`src/rtl/p_encoder_queued_if.sv`:
```
// p_encoder_queued_if -- request/index bus for p_encoder_queued.
//   master : request source + consumer side (drives d_in, clr, out_ready)
//   slave  : encoder side (drives out_valid, out_idx, pending, overflow)
// Signals:
//   d_in[N-1:0]     request pulses
//   clr             synchronous flush of pending requests and overflow
//   out_ready       consumer accepts out_idx this cycle
//   out_valid       at least one request pending
//   out_idx[W-1:0]  selected pending request
//   pending[N-1:0]  pending-request register
//   overflow        sticky: request arrived on an already-pending line
interface p_encoder_queued_if #(
  parameter int N = 8
);
  localparam int W = $clog2(N);

  logic [N-1:0] d_in;
  logic         clr;
  logic         out_ready;
  logic         out_valid;
  logic [W-1:0] out_idx;
  logic [N-1:0] pending;
  logic         overflow;

  modport master (
    output d_in, clr, out_ready,
    input  out_valid, out_idx, pending, overflow
  );

  modport slave (
    input  d_in, clr, out_ready,
    output out_valid, out_idx, pending, overflow
  );
endinterface

```
`src/rtl/p_encoder_queued.sv`:
```
// p_encoder_queued -- registered N-to-log2(N) priority encoder with a
// pending-request register and valid/ready index output.
//   clk  : clock, rising edge
//   rst  : asynchronous active-high reset
//   bus  : p_encoder_queued_if.slave (d_in, clr, out_ready in;
//          out_valid, out_idx, pending, overflow out)
// Build option: define P_ENCODER_ROUND_ROBIN_EN for rotating priority
// (search descends from ptr with wrap-around). Default build uses fixed
// priority, highest index wins.
// All outputs are decoded from registered state only; d_in and out_ready
// affect next state only.
module p_encoder_queued #(
  parameter int N = 8,
  localparam int W = $clog2(N)
) (
  input  logic                clk,
  input  logic                rst,
  p_encoder_queued_if.slave   bus
);

  logic [N-1:0] pending_q;
  logic         overflow_q;
  logic [W-1:0] sel;
  logic [N-1:0] grant;
  logic         fire;

`ifdef P_ENCODER_ROUND_ROBIN_EN
  logic [W-1:0] ptr_q;
  logic [W-1:0] rr_pos;

  // Walk offsets from farthest to nearest so the last hit (the first bit
  // found descending from ptr) is the one that sticks.
  always_comb begin
    sel    = '0;
    rr_pos = '0;
    for (int off = N - 1; off >= 0; off--) begin
      rr_pos = W'((int'(ptr_q) + N - off) % N);
      if (pending_q[rr_pos]) sel = rr_pos;
    end
  end
`else
  always_comb begin
    sel = '0;
    for (int i = 0; i < N; i++) begin
      if (pending_q[i]) sel = W'(i);
    end
  end
`endif

  assign fire = (|pending_q) & bus.out_ready & ~bus.clr;

  always_comb begin
    grant = '0;
    if (fire) grant[sel] = 1'b1;
  end

  always_ff @(posedge clk or posedge rst) begin
    if (rst) begin
      pending_q  <= '0;
      overflow_q <= 1'b0;
    end else if (bus.clr) begin
      pending_q  <= '0;
      overflow_q <= 1'b0;
    end else begin
      pending_q <= (pending_q & ~grant) | bus.d_in;
      // A re-request on the bit being granted is a fresh request, not a loss.
      if (|(bus.d_in & pending_q & ~grant)) overflow_q <= 1'b1;
    end
  end

`ifdef P_ENCODER_ROUND_ROBIN_EN
  always_ff @(posedge clk or posedge rst) begin
    if (rst) begin
      ptr_q <= W'(N - 1);
    end else if (bus.clr) begin
      ptr_q <= W'(N - 1);
    end else if (fire) begin
      ptr_q <= (sel == '0) ? W'(N - 1) : sel - 1'b1;
    end
  end
`endif

  assign bus.out_valid = |pending_q;
  assign bus.out_idx   = sel;
  assign bus.pending   = pending_q;
  assign bus.overflow  = overflow_q;

endmodule

```
`src/flat_wrapper.sv`:
```
// flat-port wrapper written by rule: the top's interface ports become plain ports
module p_encoder_queued_flat 
#(
  parameter int N = 8,
  localparam int W = $clog2(N)
)
  (clk, rst, bus_d_in, bus_clr, bus_out_ready, bus_out_valid, bus_out_idx, bus_pending, bus_overflow);
  p_encoder_queued_if #(.N(N)) bus_i ();
  input  logic clk;
  input  logic rst;
  input wire logic [$bits(bus_i.d_in)-1:0] bus_d_in;
  input wire logic [$bits(bus_i.clr)-1:0] bus_clr;
  input wire logic [$bits(bus_i.out_ready)-1:0] bus_out_ready;
  output wire logic [$bits(bus_i.out_valid)-1:0] bus_out_valid;
  output wire logic [$bits(bus_i.out_idx)-1:0] bus_out_idx;
  output wire logic [$bits(bus_i.pending)-1:0] bus_pending;
  output wire logic [$bits(bus_i.overflow)-1:0] bus_overflow;
  assign bus_i.d_in = bus_d_in;
  assign bus_i.clr = bus_clr;
  assign bus_i.out_ready = bus_out_ready;
  assign bus_out_valid = bus_i.out_valid;
  assign bus_out_idx = bus_i.out_idx;
  assign bus_pending = bus_i.pending;
  assign bus_overflow = bus_i.overflow;
  p_encoder_queued #(.N(N)) u_core (.clk(clk), .rst(rst), .bus(bus_i));
endmodule
```
`config.mk`:
```
export PLATFORM = sky130hd
export DESIGN_NAME = p_encoder_queued_flat
export DESIGN_NICKNAME = d
export VERILOG_FILES = /design/src/rtl/p_encoder_queued_if.sv /design/src/rtl/p_encoder_queued.sv /design/src/flat_wrapper.sv
export SDC_FILE = /design/constraint.sdc
export NUM_CORES = 1
export LEC_CHECK = 0
export BUFFER_PORTS_ARGS = -buffer_cell sky130_fd_sc_hd__buf_2
export CORE_AREA = 2 2 39 41
export DETAILED_ROUTE_END_ITERATION = 8
export DIE_AREA = 0 0 41 43
export PLACE_DENSITY = 0.7
export RECOVER_POWER = 100
export SETUP_SLACK_MARGIN = 0.1
export SYNTH_ARGS = -nofsm -noshare
export SYNTH_HDL_FRONTEND = slang
export SYNTH_SLANG_ARGS = --single-unit
```
`constraint.sdc`:
```
create_clock -name clk -period 3.84 [get_ports clk]
set_input_delay 0.768 -clock clk [delete_from_list [all_inputs] [get_ports clk]]
set_output_delay 0.768 -clock clk [all_outputs]
set_load 0.01 [all_outputs]
```
; ---- Word-level counts from Yosys, hierarchy flattened
; Index checks and enable logic that the tools add are counted.
[totals]
ramBits = 0
memories = 0
latchBits = 0
register_bits = 9
input_bits = 12
word_cells = 29
output_inout_bits = 13
rom_bits = 0
[op_classes]
n_mul = 0
n_addsub = 0
bitwise_logic = 8
magnitude_cmp = 2
muxes = 13
n_reduce_logical = 4
div_mod_pow = 0
eq_ne = 0
n_shift = 0
[ops]
columns = cell, count
row1 = $and A8 B8 Y8, 3
row2 = $mux W3, 6
row3 = $mux W8, 2
row4 = $reduce_or A8 Y1, 2
row5 = $not A8 Y8, 1
row6 = $or A8 B8 Y8, 1
row7 = $lt A3 B4 Y1 const B, 1
row8 = $mux W1, 4
row9 = $demux W1 S3, 1
row10 = $ge A3 B1 Y1 const B, 1
row11 = $and A1 B1 Y1, 2
row12 = $reduce_bool A2 Y1, 1
row13 = $logic_and A1 B1 Y1, 1
row14 = $not A1 Y1, 1

; ---- Longest topological paths before layout
[logic_depth]
depth_word = 17
mapped_depth = 5
depth_no_buf = 4

; ---- Worst setup path after synthesis
; No wires, ideal clock.
[synth_timing]
kind = register -> output
startpoint = register u_core.pending_q[5], in the netlist u_core.bus.pending[5]
endpoint = output port bus_out_valid
path_slack_ns = 1.942
stages_incl_launch_ff = 3
arrival_ns = 1.130
n_path_buf = 0
t_required_ns = 3.072
path_cell_list = dfrtp_1 > nor4_2 > nand3b_1
[synth_via]
elab_chain_len = 1
[synth_rtl]
columns = element, line
row1 = from (decl), p_encoder_queued.sv:21  ; logic [N-1:0] pending_q;
row2 = from (signal assigned), p_encoder_queued.sv:65  ; pending_q <= (pending_q & ~grant) | bus.d_in;
row3 = $reduce_or A8 Y1, p_encoder_queued.sv:83  ; assign bus.out_valid = |pending_q;
row4 = to (decl), flat_wrapper.sv:14  ; output wire logic [$bits(bus_i.out_valid)-1:0] bus_out_valid;
; No other way between the ends.

; ---- Worst setup path in the final report
[layout_timing]
startpoint = register u_core.pending_q[6], in the netlist u_core.bus.pending[6]
endpoint = output port bus_out_valid
; The elaborated chain is that of the path after synthesis.

==> summary.txt <==
Outcome
  – Status: completed

CTS
  – Root Buffer: clkbuf_4
  – Hold buffers post-CTS: 0
  – Postcts setup bufs: 0
  – Htree depth: 1
  – Clk sinks: 9
  – Post_cts resized: 0
  – CTS tree: built
  – CTS max path bufs: 2
  – Cts bufs inserted: 3
  – Clk_lat worst skew: 0.25 ns
  – Clock slew at reported path FFs: 0.06 ns

Route
  – Drt total wl: approximately 1200 microns
  – Avg Vias per Cell: slightly above 5
  – Detailed-route via count: around 550
  – WL/cell: around 12 microns
  – Drt drc: 0
  – 1st-iter DRT viols: 12
  – TritonRoute pass-1 iters: 4
  – Antenna viol nets, final: 0

Floorplan
  – Chip Height: between 40 and 50 microns
  – Row Count: 14
  – # IOs: 25
  – Core box area: 1384 sq um
  – Starting Density: approximately two fifths
  – Die ar.: between 1500 and 2000 sq um
  – Die width: roughly 40 microns

Worst setup path
  – Startpoint class of the critical path: flip-flop
  – Crit end category: output port
  – RR Startpoint: u_core.bus.pending[6]
  – Crit path max-delay family: simple AND/OR/NAND/NOR gates
  – Arr. time, crit path: between 1.5 and 2 ns
  – CP Class: flip-flop to output port
  – Worst EP required: 3.07 ns
  – CP max FO: 8
  – Bufs and invs on worst path: 1
  – Slowest CP cell: nor4_1
  – R2r setup slk: 1.73 ns
  – FF-to-FF End: u_core.bus.overflow
  – CP Cell Sequence: nor4_1 -> nand3b_1 -> clkbuf_1
  – R2R depth: 4
  – Slowest stage delay, CP: roughly 0.8 ns

STA
  – Tcrit/Tclk final: 67.28%
  – Max Slew Vio Count: 0
  – Final WS setup: around 1.3 ns
  – Tightest Pin Transition: between 0.9 and 1 ns
  – Post-layout min period: roughly 2.6 ns
  – Clk_skew: ~0.0016 ns
  – Final setup fails: 0
  – Final hold vios: 0
  – Post-route setup TNS: 0 ns
  – Slew Limit Headroom: a little under two fifths
  – Peak Freq: a little under 400 MHz
  – RSZ-0062 raised after global routing: no

Global routing
  – Global Route Usage Sum: between 10% and 20%
  – First-pass GRT wire length: 2090 microns
  – Total global routing overflow: 0
  – Initial antenna violation count: 0
  – Vias in the first global route: just over 500
  – Pin count of the biggest net entering global routing: 12

Synth
  – Synth Net Count: 74
  – Main synth FF type: dfrtp_1
  – Post-Syn Area: 529.3 sq um
  – Avg Cell Area, Syn: 8.536 sq um
  – Yosys cell types: 26
  – Sequential fraction of the synthesis area: 42.55%
  – Warnings, synthesis: 0
  – FF+latch count, synth: 9
  – EDFF count, synth: 0
  – Syn Inst Count: 62
  – Post-synth ARST share: between 90% and 100%

Pwr
  – VDD IR max: roughly 160 uV
  – Pint: around 160 uW
  – Psw: about 68 uW
  – P_leak: slightly below 0.0003 uW
  – Flop pwr share: 48.3%
  – Net Sw Frac: between 20% and 30%
  – Pwr Total: around 230 uW
  – Clock power frac: roughly 31%
  – Combinational power share: between 20% and 30%
  – Pwr/cell area: approximately 350 nW/um^2

Place
  – DP Worst Slack: ~1.7 ns
  – Placed cell areas: 658.1 sq um
  – GP Congestion: between 0.7 and 0.8
  – DP HPWL: 987.2 microns
  – Port-buffer cells: 24

Finish
  – Final net count: between 100 and 150
  – Ant. Diodes: 0
  – Area Overhead vs Synth: 23.40%
  – Final Cell Area: 653.1 sq um
  – Fraction of layout instances using a drive strength above 1: between 15 and 20%

Hold path
  – Hold crit path type: primary input to async pin

Run
  – Max-cap check violation count: 0
==> metrics by stage <==
| stage | util, % | std cells | hold WS, ns |
|---|---|---|---|
| 2_1_floorplan | - | 62 | 0.5725 |
| 3_3_place_gp | 47.56 | 101 | 0.5570 |
| 3_5_place_dp | 47.56 | 101 | 0.5718 |
| 4_1_cts | 49.46 | 105 | 0.4647 |
| 5_1_grt | 47.20 | 105 | 0.4824 |
| 6_report | 47.20 | 105 | 0.4596 |
==> synthesized netlist by cell type, types with 2 or more instances <==
cell,number,area [sq um]
a21oi_1,10,50.05
dfrtp_1,9,225.2
inv_1,6,22.52
nand2_1,2,7.510
nand2b_1,2,12.51
nand3_1,3,15.01
nor2_1,9,33.78
o21ai_0,2,10.01
o21bai_1,2,15.01
==> worst register-to-register path: stages, from the launching register on <==
cell and delay (ns):
dfrtp_1 0.45, nor4_1 0.81, nand2_2 0.12, a2111oi_0 0.42, a41oi_1 0.18
==> state kept, by name (all words and copies together) (netlist names) <==
signal,count
u_core.bus.pending,8
u_core.bus.overflow,1
==> power groups by stage <==
stage | Clock, uW | Combinational, uW | Sequential (uW)
final | 70.4 | 48.3 | 111
after global routing | 79.5 | 55.5 | 113
after CTS | 73.4 | 53.7 | 111
after detailed placement | 0 | 53.3 | 113
after global placement | 0 | 52.6 | 113
after floorplan | 0 | 29.5 | 115
==> worst max-delay path by stage <==
| stage | startpoint | end | depth (start not counted) |
|---|---|---|---|
| 3_3_place_gp | bus_clr | u_core.bus.overflow | 5 |
| 3_5_place_dp | bus_clr | u_core.bus.overflow | 5 |
| 2_1_floorplan | u_core.bus.pending[5] | bus_out_valid | 2 |
| 6_report | u_core.bus.pending[6] | bus_out_valid | 3 |
| 4_1_cts | u_core.bus.pending[5] | bus_out_valid | 3 |
| 5_1_grt | u_core.bus.pending[6] | bus_out_valid | 3 |
==> cell usage in the layout, fill, tap and decap left out <==
cell type / instances
a2111oi_0: 1
a21boi_0: 1
a21oi_1: 10
a32oi_1: 1
a41oi_1: 1
and2_1: 1
and2_2: 1
and3_1: 1
buf_2: 9
clkbuf_1: 16
clkbuf_4: 3
dfrtp_1: 9
inv_1: 6
nand2_1: 2
nand2_2: 1
nand2b_1: 2
nand3_1: 3
nand3b_1: 1
nor2_1: 9
nor2b_1: 1
nor3_1: 1
nor4_1: 1
o21ai_0: 3
o21bai_1: 2
o31ai_1: 1
or3_2: 1
or3b_1: 1
==> cells by family (layout without fill, tap and decap cells) <==
group	Yosys count	after routing	share of synthesized area [%]
DFF	9	9	42.55
buffers and inverters	7	34	6.383
AOI/OAI and AO/OA	20	20	24.11
and+or+nand+nor	26	26	26.95
==> per-layer routing <==
layer / vias to the layer above / GRT usage [%] / share of wire, %
li1: 272 / - / -
met1: 257 / 21.89 / 43
met2: 14 / 26.88 / 52
met3: 2 / 2.094 / 4.1
met4: 0 / 10.00 / 1.1
met5: - / 0 / 0
==> layout make-up <==
cell class | instances | area, sq um
Timing Repair Buffer | 24 | 101.3
Fill cell | 159 | 730.7
Clock buffer | 4 | 26.28
Inverter | 6 | 22.52
Tap cell | 16 | 20.02
Sequential cell | 9 | 225.2
Multi-Input combinational cell | 46 | 257.7
(Power assumes the default switching activity.)
